$ cat config.mk
export PLATFORM = sky130hd
export DESIGN_NAME = crddrop_multi
export DESIGN_NICKNAME = d
export VERILOG_FILES = /design/src/rtl/crddrop_multi.sv
export SDC_FILE = /design/constraint.sdc
export NUM_CORES = 1
export LEC_CHECK = 0
export ABC_AREA = 0
export CORE_ASPECT_RATIO = 1.2
export CORE_MARGIN = 1
export CORE_UTILIZATION = 54
export DETAILED_ROUTE_END_ITERATION = 7
export PLACE_DENSITY = 0.85
export SYNTH_ARGS = -nofsm -noshare
export SYNTH_HDL_FRONTEND = slang
export SYNTH_SLANG_ARGS = --single-unit
$ cat constraint.sdc
create_clock -name clk -period 3.9 [get_ports clk]
set_input_delay 0.585 -clock clk [delete_from_list [all_inputs] [get_ports clk]]
set_output_delay 0.585 -clock clk [all_outputs]
set_load 0.02 [all_outputs]
$ cat src/rtl/crddrop_multi.sv
// crddrop_multi: joins one coordinate stream with NUM_CH value streams and drops zero elements.
// Optional drop/pass counters are enabled with `define CRDDROP_MULTI_STATS_EN.
module crddrop_multi #(
  parameter int NUM_CH     = 2,
  parameter int DATA_WIDTH = 16,
  parameter int FIFO_DEPTH = 2
) (
  input  logic                         clk,
  input  logic                         rst,
  input  logic                         flush,
  input  logic                         tile_en,
  input  logic                         drop_mode,
  input  logic [DATA_WIDTH:0]          coord_in,
  input  logic                         coord_in_valid,
  output logic                         coord_in_ready,
  input  logic [NUM_CH*(DATA_WIDTH+1)-1:0] val_in,
  input  logic [NUM_CH-1:0]            val_in_valid,
  output logic [NUM_CH-1:0]            val_in_ready,
  output logic [DATA_WIDTH:0]          coord_out,
  output logic                         coord_out_valid,
  input  logic                         coord_out_ready,
  output logic [NUM_CH*(DATA_WIDTH+1)-1:0] val_out,
  output logic [NUM_CH-1:0]            val_out_valid,
  input  logic [NUM_CH-1:0]            val_out_ready,
  output logic                         protocol_err
`ifdef CRDDROP_MULTI_STATS_EN
  , output logic [31:0]                drop_count
  , output logic [31:0]                pass_count
`endif
);

  localparam int W  = DATA_WIDTH;
  localparam int TW = W + 1;
  localparam int NL = NUM_CH + 1;
  localparam int AW = $clog2(FIFO_DEPTH);
  localparam int CW = AW + 1;

  typedef enum logic {RUN, DRAIN} state_t;
  state_t state, state_nx;

  logic [TW-1:0] tok [NL];
  logic [TW-1:0] mem [NL][FIFO_DEPTH];
  logic [AW-1:0] rd_ptr [NL];
  logic [AW-1:0] wr_ptr [NL];
  logic [CW-1:0] cnt [NL];
  logic [NL-1:0] full, empty, pop, out_ready, nxt_empty;

  logic can_accept, all_valid, fire;
  logic all_data, all_ctrl, ctrl_same, any_zero, all_zero;
  logic is_done, is_stop, ctrl_ok, drop, push, mismatch;

  // lane 0 is the coordinate lane, lane i+1 carries value channel i
  always_comb begin
    tok[0] = coord_in;
    for (int i = 0; i < NUM_CH; i++) tok[i+1] = val_in[i*TW +: TW];
  end

  always_comb begin
    out_ready = {val_out_ready, coord_out_ready};
    for (int l = 0; l < NL; l++) begin
      full[l]      = (cnt[l] == CW'(FIFO_DEPTH));
      empty[l]     = (cnt[l] == '0);
      pop[l]       = ~empty[l] & out_ready[l];
      nxt_empty[l] = empty[l] | ((cnt[l] == CW'(1)) & pop[l]);
    end
  end

  assign can_accept     = (state == RUN) & tile_en & ~|full & ~rst & ~flush;
  assign all_valid      = coord_in_valid & (&val_in_valid);
  assign fire           = can_accept & all_valid;
  assign coord_in_ready = fire;
  assign val_in_ready   = {NUM_CH{fire}};

  always_comb begin
    all_data  = 1'b1;
    all_ctrl  = 1'b1;
    ctrl_same = 1'b1;
    any_zero  = 1'b0;
    all_zero  = 1'b1;
    for (int l = 0; l < NL; l++) begin
      if (tok[l][W]) all_data = 1'b0;
      else           all_ctrl = 1'b0;
      if (tok[l] != tok[0]) ctrl_same = 1'b0;
    end
    for (int l = 1; l < NL; l++) begin
      if (tok[l][W-1:0] == '0) any_zero = 1'b1;
      else                     all_zero = 1'b0;
    end
  end

  assign is_done  = (tok[0][W-1:0] == W'('h100));
  assign is_stop  = (tok[0][W-1:0] <  W'('h100));
  assign ctrl_ok  = all_ctrl & ctrl_same & (is_done | is_stop);
  assign drop     = all_data & (drop_mode ? any_zero : all_zero);
  assign push     = fire & ((all_data & ~drop) | ctrl_ok);
  assign mismatch = fire & ~all_data & ~ctrl_ok;

  always_ff @(posedge clk) begin
    if (rst | flush) begin
      for (int l = 0; l < NL; l++) begin
        rd_ptr[l] <= '0;
        wr_ptr[l] <= '0;
        cnt[l]    <= '0;
      end
    end else begin
      for (int l = 0; l < NL; l++) begin
        if (push)   wr_ptr[l] <= wr_ptr[l] + AW'(1);
        if (pop[l]) rd_ptr[l] <= rd_ptr[l] + AW'(1);
        cnt[l] <= cnt[l] + CW'(push) - CW'(pop[l]);
      end
    end
  end

  always_ff @(posedge clk) begin
    if (push)
      for (int l = 0; l < NL; l++) mem[l][wr_ptr[l]] <= tok[l];
  end

  always_comb begin
    coord_out       = mem[0][rd_ptr[0]];
    coord_out_valid = ~empty[0];
    for (int i = 0; i < NUM_CH; i++) begin
      val_out[i*TW +: TW] = mem[i+1][rd_ptr[i+1]];
      val_out_valid[i]    = ~empty[i+1];
    end
  end

  always_ff @(posedge clk) begin
    if (rst | flush) state <= RUN;
    else             state <= state_nx;
  end

  // DRAIN leaves as soon as the lanes will be empty, so the next
  // acceptance lands the cycle after the final pop
  always_comb begin
    state_nx = state;
    unique case (state)
      RUN:   if (push & all_ctrl & is_done) state_nx = DRAIN;
      DRAIN: if (&nxt_empty) state_nx = RUN;
      default: state_nx = RUN;
    endcase
  end

  always_ff @(posedge clk) begin
    if (rst | flush) protocol_err <= 1'b0;
    else if (mismatch) protocol_err <= 1'b1;
  end

`ifdef CRDDROP_MULTI_STATS_EN
  always_ff @(posedge clk) begin
    if (rst | flush) begin
      drop_count <= '0;
      pass_count <= '0;
    end else if (fire & all_data) begin
      if (drop) begin
        if (drop_count != '1) drop_count <= drop_count + 32'd1;
      end else if (pass_count != '1) begin
        pass_count <= pass_count + 32'd1;
      end
    end
  end
`endif

endmodule

==> Word-level counts from Yosys, hierarchy flattened <==
Memories as Yosys holds them, arrays and structs flattened.
Index checks and enable logic that the tools add are counted.
{ "op_classes": {"add_sub_neg": 12, "n_lt_le_gt_ge": 10, "eq_ne": 9, "mux": 57, "n_bitwise": 51, "n_reduce_logical": 12} }
{ "ops": {"columns": ["op", "n"], "rows": [
  ["17-bit two-way mux", 12],
  ["34-bit two-way mux", 3],
  ["17-bit demux with 1-bit select", 3],
  ["1-bit two-way mux", 35],
  ["17-bit != test", 2],
  ["16-bit logical NOT", 2],
  ["1-bit bitwise AND", 21],
  ["16-bit by 9-bit equality test with 1-bit output, second input constant", 1],
  ["16-bit by 9-bit < comparator with 1-bit output, second input constant", 1],
  ["1-bit OR", 15],
  ["2-bit greater-or-equal comparator, second input constant", 6],
  ["1-bit inverter with 2-bit output", 6],
  ["1-bit inverter", 9],
  ["1-bit adder, second input constant", 6],
  ["2-bit by 1-bit adder with 2-bit output", 3],
  ["2-bit by 1-bit equality test with 1-bit output, second input constant", 3],
  ["2-bit equality test, second input constant", 3],
  ["2-bit logical NOT", 3],
  ["2-bit by 1-bit < comparator with 1-bit output, second input constant", 3],
  ["2-bit two-way mux", 3],
  ["2-bit by 1-bit subtractor with 2-bit output", 3],
  ["1-bit logical AND", 3],
  ["3-bit AND reduction", 1],
  ["3-bit OR reduction", 1],
  ["3 further kinds", 3]
]} }
{ "word_totals": {"reg_bits": 2, "mem_bits_rw": 114, "output_inout_bits": 58, "wordCells": 157, "n_memories": 4} }
{ "memory_table": {"columns": ["memory", "words", "word_bits", "rd", "rd_ports_with_merged_regs", "write_ports", "line_no", "rtl"], "rows": [
  ["mem", 3, 34, 3, 0, 3, "42", "logic [TW-1:0] mem [NL][FIFO_DEPTH];"],
  ["cnt", 3, 2, 3, 0, 3, "45", "logic [CW-1:0] cnt [NL];"],
  ["rd_ptr", 3, 1, 3, 0, 3, "43", "logic [AW-1:0] rd_ptr [NL];"],
  ["wr_ptr", 3, 1, 3, 0, 3, "44", "logic [AW-1:0] wr_ptr [NL];"]
]} }

==> Depth between registers and ports, before layout <==
Gate-level depths: netlist of run 1.
{ "depth": {"word_depth": 13, "mapped_depth": 12, "ltp_nobuf": 11} }

==> Worst setup path before layout of run 1 <==
Ideal clock, no wire load.
{ "synth_path": {"path_kind": "input to register", "start": "input coord_in[3]", "end": "memory mem[0][0] (netlist name), enable pin", "arrival_time_ns": 2.466, "t_required_ns": 3.510, "setup_slack_ns": 1.043, "path_stages": 6, "n_path_buf": 1, "cell_sequence": "nor4_2 -> nand4b_1 -> a2111oi_2 -> nand3_1 -> buf_6 -> a211oi_2"} }
{ "synth_rtl": {"columns": ["item", "line_no", "rtl"], "rows": [
  ["from (decl)", "13", "input logic [DATA_WIDTH:0] coord_in,"],
  ["to (decl)", "42", null]
]} }

==> Final worst setup path of run 1 <==
{ "layout_path": {"start": "input rst", "end": "output val_in_ready[1]"} }
{ "layout_via": {"elab_chain_len": 4} }
{ "layout_rtl": {"columns": ["item", "line_no", "rtl"], "rows": [
  ["from (decl)", "9", "input logic rst,"],
  ["1-bit inverter", "68", "assign can_accept = (state == RUN) & tile_en & ~|full & ~rst & ~flush;"],
  ["1-bit bitwise AND (2 in a row)", "68", null],
  ["1-bit bitwise AND", "70", "assign fire = can_accept & all_valid;"],
  ["to (decl)", "18", "output logic [NUM_CH-1:0] val_in_ready,"]
]} }
No other way between the ends.

==> results.cfg, run 1 <==
[clocking]
cts_root_buf = clkbuf_8
clockBufferDepth = 2
insertion_delay_ns = 0.52
post_cts_buffers = 0
cts_resized = 0
cts.htree.levels = 4
cts.clk_slew.worst_paths_ns = 0.05
cts_buffers = 17
cts_hold_buffers = 0
cts_tree = done
clock_sinks = 116

[worst_setup_path]
critPathMaxStageDelay_ns = 0.64
crit_fanout = 13
r2r_cells = 8
worst_path_most_repeated_cell = clkdlybuf4s50_1
worstPathArrival_ns = 2.72
cp.depth = 6
r2r-end = cnt[0][5]$_SDFF_PP0_
startpoint = rst
startpoint_type = input port
critPathCapture = val_in_ready[1]
r2r_start = cnt[0][2]$_SDFF_PP0_
crit_chain = clkdlybuf4s50_1 -> nor2_1 -> o221ai_1 -> or2_2 -> inv_1 -> clkdlybuf4s50_1
path_buf_inv = 3
ff2ff_setup_slack_ns = 1.64
end_kind = output port
critPathTopFamily = buffers and inverters
critPathSlowestCell = clkdlybuf4s50_1
crit_required_ns = 3.31
crit_type = in2out

[sta]
skew_ns = 0.00737
hold_viol_final = 0
fin_ws_ns = 0.595
worst_pin_slew_ns = 0.932
post-route-min-period_ns = 3.31
timing.fmax_mhz = 303
slew_headroom = 0.362
setup_viol = 0
slew_viol_final = 0
setup_tns_ns = 0
rsz0062_at_grt = no
period_share = 0.847

[finish]
post-route-util = 0.780
area_growth_pct = 38.3
fill_cells = 541
final_nets = 545
num_antenna_cells = 0
drive_gt1_frac = 0.217

[power]
power.density_nw_per_um2 = 450
max-vdd-ir-drop_mv = 0.292
leakage_uw = 0.00245

[logic_synthesis]
ys_top_cells_by_count = 108 x edfxtp_1, 51 x mux2_2, 24 x xnor2_1, 19 x inv_1
synthesis.area_um2 = 5150
syn_inst = 338
yosysMostFrequentCell = edfxtp_1
synth_async_sr_flop_share = 0
ys_seq_elements = 116
yosys_most_used_dff = edfxtp_1
yosysTopAreaCell = edfxtp_1
synth_warnings = 0
synth_top_area_frac = 0.630
ys_types = 40
syn_avg_cell_area_um2 = 15.2
synth_seq_area_share = 0.661
syn_nets = 408
ys_top_cells_by_area = edfxtp_1 63%, mux2_2 11%, xnor2_1 4.1%, dfxtp_1 3.1%, a211oi_2 2.2%
synth_edf_count = 108

[detailed_routing]
wirelength_mm = 12.9
wl_per_cell_um = 21.3
drcViolationCount = 0
ant_nets = 0
dr_total_vias = 3579
routed_via_density = 5.89
drt_iter0_markers = 231
drt_pre_antenna_iters = 7

[hold_path]
hold_start = state$_SDFF_PP0_
hold_class = reg2reg

[placement]
place_ws_ns = 0.447
dp_hpwl_mm = 8.99
port_buffers = 119
routabilityCongestion = 0.920

[grt]
grt_start_max_net_pins = 19
grt_pass1_wl_mm = 19.7
gr-total-overflow = 0
antenna_found_initial = 0
grt_pass1_vias = 3821
grt_use_total = 0.276

[die]
die_w_um = 91.1
coreArea_um2 = 9130
initial_core_util = 0.564
num_rows = 38
fp.dieArea_um2 = 9930
ios = 120
chipHeight_um = 109

[run_status]
outcome = complete, no violations

[job]
max-cap-violations = 0
==> through the flow <==
stage | power, uW | hold slack, ns | instances | cell area [um2]
6_report | 3200 | 0.470 | 608 | 7120
5_1_grt | 3280 | 0.520 | 608 | 7120
4_1_cts | 3210 | 0.470 | 608 | 7120
3_5_place_dp | 1620 | 0.459 | 576 | 6510
3_3_place_gp | 1620 | 0.462 | 576 | 6510
2_1_floorplan | 1480 | 0.424 | 338 | 5150
==> layout by cell type (no fill, tap or decap), types with 2 or more instances in the layout <==
cell / Yosys / routed
clkdlybuf4s50_1: 0 / 119
edfxtp_1: 108 / 108
mux2_2: 51 / 51
xnor2_1: 24 / 24
inv_1: 19 / 19
clkbuf_16: 0 / 16
nor2_1: 13 / 13
nand4_1: 13 / 13
nor4_1: 13 / 13
buf_4: 2 / 11
nor3_1: 9 / 9
nand2_1: 9 / 9
a211oi_2: 9 / 9
ha_1: 8 / 8
dfxtp_1: 8 / 8
and2_1: 5 / 5
bufinv_16: 0 / 5
and3_1: 4 / 4
o2111ai_1: 4 / 4
o211ai_1: 4 / 4
or2_2: 4 / 4
clkinv_2: 0 / 4
clkbuf_1: 6 / 3
a21bo_2: 2 / 2
o21bai_1: 2 / 2
nand3_1: 2 / 2
clkinv_1: 0 / 2
==> power by group <==
group / leakage, uW / switching [uW] / internal [uW] / total, uW
combinational: 0.00110 / 111 / 117 / 227
sequential: 0.00105 / 11.4 / 1360 / 1370
clock: 0.000297 / 512 / 1090 / 1600
total: 0.00245 / 634 / 2570 / 3200
==> area by class of cell <==
cell class / count / area [um2] / area share
tap: 120 / 150 / 0.0211
clock inverter: 12 / 185 / 0.0260
inverter: 19 / 71.3 / 0.0100
clock buffer: 20 / 425 / 0.0597
timing repair buffer: 130 / 1270 / 0.179
multi-input combinational: 191 / 1610 / 0.226
sequential: 116 / 3400 / 0.478
==> logic make-up (layout without fill, tap and decap cells) <==
family,count (synthesis),in the layout,synth area share
fa+ha+maj,9,9,0.0214
compound gates,29,29,0.0552
simple gates,77,77,0.0826
flops,116,116,0.661
buf+inv,31,181,0.0258
mux,51,51,0.112
xor+xnor,25,25,0.0425
==> worst min path at each step <==
stage	endpoint	slack (ns)	cells after the start
after global placement	state$_SDFF_PP0_	0.46	2
after detailed placement	state$_SDFF_PP0_	0.46	2
final	state$_SDFF_PP0_	0.47	2
after floorplan	state$_SDFF_PP0_	0.42	2
after CTS	state$_SDFF_PP0_	0.47	2
after global routing	state$_SDFF_PP0_	0.52	2
==> layer usage <==
layer,GRT usage,vias to the layer above,wire [um]
li1,-,1581,-
met1,0.292,1770,4740
met2,0.513,191,6950
met3,0.0760,37,865
met4,0.122,0,360
met5,0,-,0
==> registers in the layout, summed over array words and instances, names as in the netlist <==
name	cells
protocol_err	1
wr_ptr	3
state	1
mem	102
cnt	6
rd_ptr	3
==> worst min-delay path, delay by kind of cell (launching register included) <==
kind             cells  cell delay (ns)
DFF                  1             0.32
and+or+nand+nor      2             0.10
Power figures use the tool's default switching activity.
==> inputs of run 2 (changes only) <==
Settings changed: CORE_UTILIZATION 54 to 45, PLACE_DENSITY 0.85 to 0.76.
Clock period 3.9 ns to 2.89 ns, I/O delays scaled along.
==> results.cfg, run 2 (synthesis results as in run 1) <==
[run_status]
outcome = complete, no violations

[sta]
skew_ns = 0.00679
slew_headroom = 0.687
worst_hold_slack_ns = 0.462
period_share = 0.968
slew_viol_final = 0
post-route-min-period_ns = 2.80
worst_pin_slew_ns = 0.465
hold_viol_final = 0
rsz0062_at_grt = no
setup_viol = 0
timing.fmax_mhz = 357

[clocking]
cts.clk_slew.worst_paths_ns = 0.05
cts_root_buf = clkbuf_16
cts_hold_buffers = 0
cts.htree.levels = 4
insertion_delay_ns = 0.41
clock_sinks = 116
cts_buffers = 17
clockBufferDepth = 2
post_cts_buffers = 0
cts_tree = done
cts_resized = 0

[worst_setup_path]
crit_type = in2reg
worstPathArrival_ns = 2.92
startpoint_type = input port
crit_fanout = 13
crit_required_ns = 3.01
r2r_cells = 10
end_kind = flop
ff2ff_setup_slack_ns = 0.73

[power]
power_uw = 4310
max-vdd-ir-drop_mv = 0.452
leakage_uw = 0.00263
power.density_nw_per_um2 = 575

[detailed_routing]
dr_total_vias = 3585
ant_nets = 0
drt_pre_antenna_iters = 4
drt_iter0_markers = 181
wirelength_mm = 13.0
wl_per_cell_um = 19.2
drcViolationCount = 0
routed_via_density = 5.28

[job]
max-cap-violations = 0

[grt]
antenna_found_initial = 0
gr-total-overflow = 0
grt_pass1_wl_mm = 19.8
grt_pass1_vias = 3829
grt_start_max_net_pins = 19
grt_use_total = 0.233

[finish]
area_growth_pct = 45.5
num_antenna_cells = 0
largest_register_ffs = 102
final_nets = 582
layout_commonest_cell = clkdlybuf4s50_1
finalNonFillerCells = 679
final_cell_mix = 119 x clkdlybuf4s50_1, 108 x edfxtp_1, 51 x mux2_2
drive_gt1_frac = 0.270

[placement]
dp_hpwl_mm = 9.56
port_buffers = 119
routabilityCongestion = 0.905
dp.cells = 647

[die]
num_rows = 42
die_w_um = 99.6
coreArea_um2 = 11100
initial_core_util = 0.464
ios = 120
chipHeight_um = 119
fp.dieArea_um2 = 11900

[hold_path]
hold_class = reg2reg
hold_depth = 2
-- run 2: cell count changes in the layout (fill, tap and decap cells not counted), sizes merged --
cell / delta
buf: +37
bufinv: -1
clkinvlp: +1
-- run 2: path summary, 6_finish.rpt --
check | from | endpoint
max | coord_in[16] | mem[0][8]$_DFFE_PP_
min | state$_SDFF_PP0_ | state$_SDFF_PP0_
max reg2reg | state$_SDFF_PP0_ | cnt[0][3]$_SDFF_PP0_
min reg2reg | state$_SDFF_PP0_ | state$_SDFF_PP0_
-- run 2: per-layer routing --
layer / vias to the layer above / part of all wire / wire (um) / GRT usage
met5: - / 0 / 0 / 0
met4: 0 / 0.038 / 501 / 0.134
met3: 43 / 0.058 / 751 / 0.0622
met2: 161 / 0.51 / 6600 / 0.397
met1: 1725 / 0.40 / 5160 / 0.263
li1: 1656 / - / - / -
-- run 2: cell type report --
class / count / area, um2
fillers: 791 / 3600
multi-input cells: 191 / 1610
inverters: 19 / 71.3
clock buffers: 20 / 437
repair buffers: 167 / 1610
well taps: 154 / 193
flip-flops and latches: 116 / 3400
clock inverters: 12 / 161
-- run 2: power breakdown --
group / internal, uW / switching (uW) / total [uW]
combinational: 184 / 166 / 350
clock: 1420 / 689 / 2110
sequential: 1840 / 5.36 / 1850
total: 3450 / 860 / 4310
-- run 2: metrics by stage --
| step | area [um2] | worst slack (ns) | util | setup TNS [ns] |
|---|---|---|---|---|
| 2_1_floorplan | 5150 | 0.185 | - | 0 |
| 3_3_place_gp | 6890 | -0.0937 | 0.622 | -6.75 |
| 3_5_place_dp | 6890 | -0.264 | 0.622 | -24.55 |
| 4_1_cts | 7490 | 0.140 | 0.676 | 0 |
| 5_1_grt | 7490 | 0.000424 | 0.676 | 0 |
| 6_report | 7490 | 0.0912 | 0.676 | 0 |
-- run 2: worst max-delay path, cell delays in order --
cell and delay (ns):
clkdlybuf4s50_1 0.56, ha_1 0.17, nor4b_1 0.24, nand4_1 0.22, nor4_1 0.35, nand3_1 0.17
buf_4 0.22, a211oi_2 0.35, buf_12 0.20
==> inputs of run 3 (changes only) <==
Settings changed: CORE_MARGIN 1 to default, GPL_TIMING_DRIVEN from default to 0.
==> results.cfg, run 3 (synthesis results as in run 1) <==
[clocking]
cts_tree = done
cts_buffers = 17
insertion_delay_ns = 0.41
clock_sinks = 116
cts_root_buf = clkbuf_16
cts.clk_slew.worst_paths_ns = 0.05
clockBufferDepth = 2
cts.htree.levels = 4

[finish]
post-route-util = 0.665
final_nets = 556
largest_register_ffs = 102
seq_area_um2 = 3400
area_growth_pct = 43.2
layout_commonest_cell = clkdlybuf4s50_1
multi_input_area_um2 = 1700
final_cell_mix = 112 x clkdlybuf4s50_1, 108 x edfxtp_1, 51 x mux2_2
fill_cells = 791
num_antenna_cells = 0
drive_gt1_frac = 0.240
finalNonFillerCells = 653

[sta]
post-route-min-period_ns = 2.80
skew_ns = 0.0137
setup_viol = 0
timing.fmax_mhz = 358
worst_pin_slew_ns = 1.05
slew_headroom = 0.303
period_share = 0.968
hold_viol_final = 0
slew_viol_final = 0

[job]
max-cap-violations = 0

[placement]
dp.cells = 611
dp_hpwl_mm = 9.02
port_buffers = 119
routabilityCongestion = 0.912

[detailed_routing]
drt_iter0_markers = 186
routed_via_density = 5.47
drt_pre_antenna_iters = 4
dr_wl_met3_um = 774
wl_met2_mm = 6.61
drcViolationCount = 0
highest_layer = met4
ant_nets = 0
wl_per_cell_um = 19.6
wirelength_mm = 12.8
drt-met1-wl_mm = 4.94
dr_total_vias = 3571

[run_status]
outcome = complete, no violations

[die]
coreArea_um2 = 11100
chipHeight_um = 119
fp.dieArea_um2 = 11900
die_w_um = 99.6
ios = 120
initial_core_util = 0.464
num_rows = 42

[power]
p_int_uw = 3330
switching_share = 0.204
power_uw = 4190
p_comb_frac = 0.076
power_switching_uw = 855
p_clk_frac = 0.482
pwr-share-seq = 0.441
leakage_uw = 0.00256
max-vdd-ir-drop_mv = 0.339
power.density_nw_per_um2 = 568

[hold_path]
hold_depth = 1
hold_path_end = mem[0][3]$_DFFE_PP_
hold_class = in2reg
hold_start = coord_in[3]

[worst_setup_path]
r2r-end = cnt[0][5]$_SDFF_PP0_
crit_fanout = 10
worstPathArrival_ns = 3.10
crit_required_ns = 3.19
startpoint_type = input port
r2r_start = cnt[0][5]$_SDFF_PP0_
ff2ff_setup_slack_ns = 0.33
end_kind = flop
crit_type = in2reg
r2r_cells = 9

[grt]
grt_start_max_net_pins = 18
grt_pass1_wl_mm = 19.5
antenna_found_initial = 0
gr-total-overflow = 0
grt_pass1_vias = 3725
grt_use_total = 0.226
-- run 3: worst max path at each step --
stage | startpoint | end | slack [ns] | depth (start not counted)
2_1_floorplan | coord_in[3] | mem[0][0]$_DFFE_PP_ | 0.18 | 6
3_3_place_gp | coord_in[3] | mem[0][23]$_DFFE_PP_ | -1.08 | 7
3_5_place_dp | coord_in[16] | mem[0][35]$_DFFE_PP_ | -1.08 | 8
4_1_cts | rd_ptr[0][1]$_SDFFCE_PN0P_ | val_out[4] | 0.01 | 4
5_1_grt | coord_in[0] | cnt[0][3]$_SDFF_PP0_ | -0.03 | 11
6_report | coord_in[0] | cnt[0][3]$_SDFF_PP0_ | 0.09 | 11
-- run 3: area by class of cell --
class	instances	area share
buffer	9	0.00814
clock buffer	19	0.0587
clock inverter	13	0.0190
inverter	19	0.00967
multi-input combinational	191	0.231
sequential	116	0.461
tap	154	0.0261
timing repair buffer	132	0.186
-- run 3: per-layer routing --
metal | global-route usage | up-vias
met5 | 0 | -
met4 | 0.131 | 0
met3 | 0.0540 | 39
met2 | 0.386 | 156
met1 | 0.258 | 1775
li1 | - | 1601
-- run 3: worst max-delay path, cell delays in order --
cell and delay [ns]:
clkdlybuf4s50_1 0.55, nor3_1 0.23, nand4b_1 0.22, a2111oi_2 0.44, nand3_1 0.20, buf_6 0.22
a21oi_4 0.19, ha_1 0.20, xor2_1 0.18, xnor2_1 0.16, nor3_1 0.06
-- run 3: repair_timing --
action	in CTS	in global routing
hold buffers	0	0
buffers inserted	9	4
setup endpoints to repair	137	124
pin swaps	5	5
resized for setup	11	10
-- run 3: stage by stage --
stage                     setup TNS (ns)  hold WS [ns]  setup WS [ns]  cell area [um2]
after floorplan                        0         0.424          0.185             5150
after global placement           -108.98         0.451          -1.08             6530
after detailed placement          -90.71         0.454          -1.08             6560
after CTS                              0         0.465         0.0112             7310
after global routing             -0.0454         0.414        -0.0255             7370
final                                  0         0.398         0.0929             7370
-- run 3: power by group through the flow --
stage | Clock [uW] | Sequential, uW | Combinational [uW]
floorplan | 0 | 1880 | 122
global placement | 0 | 1880 | 308
detailed placement | 0 | 1880 | 314
CTS | 2040 | 1850 | 314
global route | 2110 | 1850 | 337
finish | 2020 | 1850 | 320
